--- src/rtl/pause_dim_ctrl.sv ---
// Merges user, OSD and external pause sources into one registered pause line and fades the
// video output in steps while the user pause is held.
module pause_dim_ctrl #(
  parameter int unsigned NREQ       = 2,
  parameter int unsigned COLW       = 4,
  parameter int unsigned DIM_TICKS  = 400_000_000,
  parameter int unsigned STEP_TICKS = 20_000_000,
  parameter int unsigned DIM_MAX    = 1,
  parameter int unsigned SYNC_VBL   = 0,
  parameter int unsigned CNTW       = 32,
  localparam int unsigned DLW       = $clog2(COLW + 1)
) (
  input  logic              clk_sys,
  input  logic              reset,
  input  logic              pause_btn,
  input  logic [NREQ-1:0]   pause_req,
  input  logic              osd_open,
  input  logic              osd_pause_en,
  input  logic              vblank,
  input  logic [3*COLW-1:0] rgb_in,
  output logic              pause,
  output logic              user_paused,
  output logic [DLW-1:0]    dim_level,
  output logic [3*COLW-1:0] rgb_out
);

  localparam logic [1:0] StIdle = 2'd0;
  localparam logic [1:0] StWait = 2'd1;
  localparam logic [1:0] StFade = 2'd2;
  localparam logic [1:0] StHold = 2'd3;

  localparam logic [CNTW-1:0] DimLast  = CNTW'(DIM_TICKS - 1);
  localparam logic [CNTW-1:0] StepLast = CNTW'(STEP_TICKS - 1);
  localparam logic [DLW-1:0]  DimMax   = DLW'(DIM_MAX);
  localparam logic [DLW-1:0]  DimOne   = DLW'(1);

  logic            btn_q, vbl_q, pause_s_q, pause_s_d;
  logic            sync_src, vbl_rise, user_paused_d;
  logic [1:0]      state_q, state_d;
  logic [CNTW-1:0] timer_q, timer_d;
  logic [DLW-1:0]  dim_d, dim_inc;
  logic [3*COLW-1:0] rgb_d;

  always_comb begin
    user_paused_d = user_paused ^ (pause_btn & ~btn_q);
    sync_src      = user_paused | (osd_open & osd_pause_en);
    vbl_rise      = vblank & ~vbl_q;
    pause_s_d     = ((SYNC_VBL == 0) || vbl_rise) ? sync_src : pause_s_q;
  end

  // The IDLE->WAIT edge counts as the first tick so dim_level lands exactly DIM_TICKS
  // cycles after user_paused rises.
  always_comb begin
    state_d = state_q;
    timer_d = timer_q;
    dim_d   = dim_level;
    dim_inc = dim_level + DimOne;
    if (!user_paused) begin
      state_d = StIdle;
      timer_d = '0;
      dim_d   = '0;
    end else begin
      case (state_q)
        StIdle: begin
          if (DIM_TICKS == 1) begin
            dim_d   = DimOne;
            timer_d = '0;
            state_d = (DIM_MAX == 1) ? StHold : StFade;
          end else begin
            timer_d = CNTW'(1);
            state_d = StWait;
          end
        end
        StWait: begin
          if (timer_q == DimLast) begin
            dim_d   = DimOne;
            timer_d = '0;
            state_d = (DIM_MAX == 1) ? StHold : StFade;
          end else begin
            timer_d = timer_q + 1'b1;
          end
        end
        StFade: begin
          if (timer_q == StepLast) begin
            dim_d   = dim_inc;
            timer_d = '0;
            if (dim_inc >= DimMax) state_d = StHold;
          end else begin
            timer_d = timer_q + 1'b1;
          end
        end
        StHold: ;
        default: begin
          state_d = StIdle;
          timer_d = '0;
          dim_d   = '0;
        end
      endcase
    end
  end

  always_comb begin
    rgb_d = '0;
    for (int i = 0; i < 3; i++) begin
      rgb_d[i*COLW +: COLW] = rgb_in[i*COLW +: COLW] >> dim_level;
    end
  end

  always_ff @(posedge clk_sys) begin
    if (reset) begin
      btn_q       <= 1'b1;
      vbl_q       <= 1'b1;
      pause_s_q   <= 1'b0;
      pause       <= 1'b0;
      user_paused <= 1'b0;
      state_q     <= StIdle;
      timer_q     <= '0;
      dim_level   <= '0;
      rgb_out     <= '0;
    end else begin
      btn_q       <= pause_btn;
      vbl_q       <= vblank;
      pause_s_q   <= pause_s_d;
      pause       <= (|pause_req) | pause_s_d;
      user_paused <= user_paused_d;
      state_q     <= state_d;
      timer_q     <= timer_d;
      dim_level   <= dim_d;
      rgb_out     <= rgb_d;
    end
  end

endmodule

--- config.mk ---
export PLATFORM = sky130hd
export DESIGN_NAME = pause_dim_ctrl
export DESIGN_NICKNAME = d
export VERILOG_FILES = /design/src/rtl/pause_dim_ctrl.sv
export SDC_FILE = /design/constraint.sdc
export NUM_CORES = 1
export LEC_CHECK = 0
export CORE_MARGIN = 5
export CORE_UTILIZATION = 50
export CTS_BUF_LIST = sky130_fd_sc_hd__clkbuf_16
export CTS_CLUSTER_DIAMETER = 60
export DETAILED_ROUTE_END_ITERATION = 8
export PLACE_DENSITY = 0.74
export SLEW_MARGIN = 20
export SYNTH_ARGS = -nofsm -noshare
export SYNTH_HDL_FRONTEND = slang
export SYNTH_SLANG_ARGS = --single-unit
--- constraint.sdc ---
create_clock -name clk_sys -period 3.4 [get_ports clk_sys]
set_input_delay 0.51 -clock clk_sys [delete_from_list [all_inputs] [get_ports clk_sys]]
set_output_delay 0.51 -clock clk_sys [all_outputs]
set_load 0.01 [all_outputs]
# Word level (Yosys, flattened, before mapping)
# Index checks and enable logic that the tools add are counted.
# word_totals
rom_bits,0
n_memories,0
output_inout_bits,17
latchBits,0
ff_bits,52
word_cells,44
ram_bits,0
in_bits,20
# op_classes
n_reduce_logical,7
addsub,2
eq_ne,7
magnitude_cmp,1
bitwise,7
shifts,3
n_div,0
mux,10
mul,0
# ops
cell,n
case mux 32 bit (3 select lines),1
two-way mux 32 bit,2
adder 32 x 1 -> 32 bit (second input constant),1
equality test 32 x 25 -> 1 bit (second input constant),1
equality test 32 x 29 -> 1 bit (second input constant),1
>> shifter 4 x 3 -> 4 bit,3
two-way mux 2 bit,3
two-way mux 3 bit,2
!= test 2 bit (second input constant),3
case mux 2 bit (3 select lines),1
case mux 3 bit (2 select lines),1
AND reduction 4 bit,1
OR reduction 2 bit,2
adder 3 x 1 -> 3 bit (second input constant),1
>= comparator 3 x 1 -> 1 bit (second input constant),1
AND reduction 3 bit,1
nonzero test 3 bit,1
bitwise AND 1 bit,2
equality test 2 x 1 -> 1 bit (second input constant),1
equality test 2 bit (second input constant),1
logical NOT 2 bit,1
inverter 1 bit,2
bitwise OR 1 bit,2
nonzero test 2 bit,1
XOR 1 bit,1

# Longest topological paths before layout
# logic_depth
word_depth,5
mapped_depth,8
ltp_nobuf,8

# Worst setup path after synthesis
# No wires, ideal clock.
# synth_timing
kind,reg2reg
from,register timer_q[27]
to,register dim_level[1]
path_stages_with_launch,8
arrival_ps,2506
slack_ps,829
setup_time_ps,65
period_less_slack_ps,2571
n_path_buf,1
path_cell_list,dfxtp_1 > buf_6 > or4_1 > or4_4 > o31a_1 > or3_4 > mux2_4 > nor2_1
# synth_via
elab_chain_len,3
word_cells_on_any_way,5
cone_classes,eq/ne (4); reduce/logical (1)
# synth_lines
item,line,rtl
from (decl),40,"logic [CNTW-1:0] timer_q, timer_d;"
from (signal assigned),127,timer_q <= timer_d;
equality test 32 x 25 -> 1 bit or equality test 32 x 29 -> 1 bit (tied branches),"84, 75",
!= test 2 bit (no line),--,
AND reduction 3 bit (no line) *,--,
to (signal assigned),128,dim_level <= dim_d;
to (decl),23,"output logic [DLW-1:0] dim_level,"
# Mark *: on every way between the ends. The rest lies on a longest branch, timed or not.
# A chain may end at the register's enable or synchronous reset.

# Worst setup path after layout
# layout_timing
from,register timer_q[22]
to,register timer_q[21]
# layout_via
elab_chain_len,3
word_cells_on_any_way,5
cone_classes,eq/ne (2); mux (3)
# layout_lines
item,line,rtl
equality test 32 x 25 -> 1 bit or equality test 32 x 29 -> 1 bit (tied branches),"84, 75",
two-way mux 32 bit (on tied branches),"84, 75",
case mux 32 bit (3 select lines) *,63,case (state_q)
# Marked as above.

==> impl_metrics.ini <==
[outcome]
outcome = finished, final reports clean

[floorplanning]
fp.dieW_um = 84.2
die-area_mm2 = 0.00709
die_y_um = 84.2
io_pins = 37
core.rowCount = 27
design.core.area_mm2 = 0.00544
start_util = 0.506

[yosys]
syn_nets = 373
yosys.area.top_type = dfxtp_1
yosysMostFrequentCell = dfxtp_1
synth_area_leaders = dfxtp_1 (38%), nand3_1 (6.9%), nand2_1 (6.1%)
ys_warn_count = 0
synthAdderAreaFrac = 0.0273
yosysTopAreaCellShare = 0.378
yosys_register_bits = 52
synth_top_flop_cell = dfxtp_1
netlist_area_mm2 = 0.00275
ys_top_cells_by_count = dfxtp_1 (52), nand2_1 (45), nand3_1 (38)
synthSimpleGateAreaFrac = 0.340
synth_xor_area_frac = 0.00636
ys_seq_area_frac = 0.378
synthMuxAreaShare = 0.0273
yosys.cell_types.count = 50
synth_compound_area_frac = 0.180
async_flop_share = 0
netlist_instances = 347
synth_edf_count = 0
synth_top_family_by_area = simple AND/OR/NAND/NOR gates
avgSynthCellArea_um2 = 7.94

[cts]
htreeDepth = 2
cts_sinks = 52
clk_latency_ns = 0.29
cts_made_buffers = 5
cts_resized = 0
cts_hold_buf = 0
clockBufferDepth = 2
cts_tree = done
clk_pin_slew_ns = 0.07
root_buffer = clkbuf_16
post_cts_buffers = 0

[route]
wl_mm = 6.71
viasPerCell = 6.12
drtPass1Iterations = 4
first_iter_violations = 151
via_count = 2740
wl_per_cell_um = 15.0
drc = 0
ant_nets = 0

[finish]
synthToLayoutAreaGrowth_pct = 20.9
n_antenna_cell = 0
final_net_count = 401
seq_area_mm2 = 0.00104
drive_gt1_frac = 0.0612
multi_input_area_mm2 = 0.00160
fill_cells = 478
fin_area_mm2 = 0.00333

[sta]
rsz0062_at_grt = false
hold_viol = 0
max_freq_ghz = 0.333
finalMaxSlewViolations = 0
fin_crit_sh = 0.883
worst_pin_slew_ns = 0.934
setup_tns_ns = 0
finClkSkew_ns = 0.00361
maxSlewHeadroom = 0.377
fin_crit_ns = 3.00
setup_viol = 0
hold_ws_ns = 0.494

[critical_path]
slowest_delay_ns = 0.71
crit_type = reg2reg
critPathRequiredTime_ns = 3.53
crit_fanout = 19
reg2reg_slack_ns = 0.40
crit_arrival_ns = 3.13
crit_chain = or4b_2 -> or4_1 -> o31ai_2 -> a21oi_2 -> buf_4 -> a21oi_1 -> nor3_1
cp-start-kind = flip-flop
rr_worst_depth = 7
crit_path_end_kind = flip-flop
cp_slowest_cell = or4b_2

[place]
place_area_mm2 = 0.00316
hpwl_mm = 4.73
numPortBuffers = 35
gp_congestion = 0.835

[grt]
grt_max_degree = 44
grt_pass1_vias = 2494
grt_pass1_wl_mm = 11.5
antenna_found_initial = 0
grt.overflow.total = 0
grt_use_total = 0.190

[pwr]
fin_total_pwr_w = 0.00127
ir_drop_v = 0.000262
powerDensity_mw_per_mm2 = 382
p_leak_nw = 0.973

[worst_hold_path]
hp-class = reg2reg
min_delay_path_depth = 2

[job]
drv_cap = 0
state kept, by name, summed over array words and instances, names as in the netlist:
name / cells
pause: 1
state_q: 2
dim_level: 3
rgb_out: 12
btn_q: 1
user_paused: 1
timer_q: 32
cell type report:
type | instances | share of cell area
clock buffers | 5 | 0.0376
multi-input cells | 267 | 0.482
inverters | 8 | 0.00902
clock inverters | 3 | 0.0128
flip-flops and latches | 52 | 0.313
well taps | 72 | 0.0271
repair buffers | 41 | 0.119
cell families after synthesis:
kind of cell | after synthesis
buffers and inverters | 28
muxes | 7
and+or+nand+nor | 176
AOI/OAI and AO/OA | 76
adders and majority gates | 6
xor gates and xnor gates | 2
DFF | 52
layout by cell type (no fill, tap or decap), drive strengths merged, types with 2 or more instances in the layout:
cell / instances
nand2: 45
o21ai: 9
o21a: 3
a211oi: 3
nor4: 4
a221oi: 4
clkbuf: 5
o31a: 2
nand3b: 5
nor2b: 3
o31ai: 4
o22ai: 4
nor2: 15
nor3b: 2
a21oi: 18
and3: 7
xnor2: 2
buf: 6
or3: 16
inv: 7
nand4: 9
nor3: 14
nand3: 38
clkinv: 2
or4: 7
dfxtp: 52
a31oi: 20
o211ai: 3
or4b: 3
ha: 6
a32oi: 2
clkdlybuf4s50: 35
and4: 2
mux2i: 6
path summary, 6_finish.rpt:
path / startpoint / end
max: timer_q[22]$_SDFFE_PP0P_ / timer_q[21]$_SDFFE_PP0P_
min: timer_q[1]$_SDFFE_PP0P_ / timer_q[1]$_SDFFE_PP0P_
max reg2reg: timer_q[22]$_SDFFE_PP0P_ / timer_q[21]$_SDFFE_PP0P_
min reg2reg: timer_q[1]$_SDFFE_PP0P_ / timer_q[1]$_SDFFE_PP0P_
power breakdown:
part / internal (W) / switching [W]
Clock: 0.000346 / 0.000221
Sequential: 0.000620 / 0.00000420
Combinational: 0.0000467 / 0.0000332
per-stage QoR:
stage / setup WS (ns) / utilization / cells
5_1_grt: 0.264 / 0.612 / 448
2_1_floorplan: 0.829 / - / 347
4_1_cts: 0.452 / 0.612 / 448
3_5_place_dp: 0.493 / 0.581 / 440
3_3_place_gp: 0.522 / 0.581 / 440
6_report: 0.398 / 0.612 / 448
routing by layer:
| layer | track usage | share of wire |
|---|---|---|
| met2 | 0.334 | 0.48 |
| met3 | 0.0353 | 0.057 |
| met4 | 0.0351 | 0.0076 |
| met5 | 0 | 0 |
| met1 | 0.245 | 0.46 |
critical path, delay by kind of cell (launching register included):
kind / cells / cell delay, ns
compound gates: 3 / 0.89
buf+inv: 1 / 0.30
flops: 1 / 0.38
simple gates: 3 / 1.27
No activity file was read; power rests on OpenSTA's default activity.
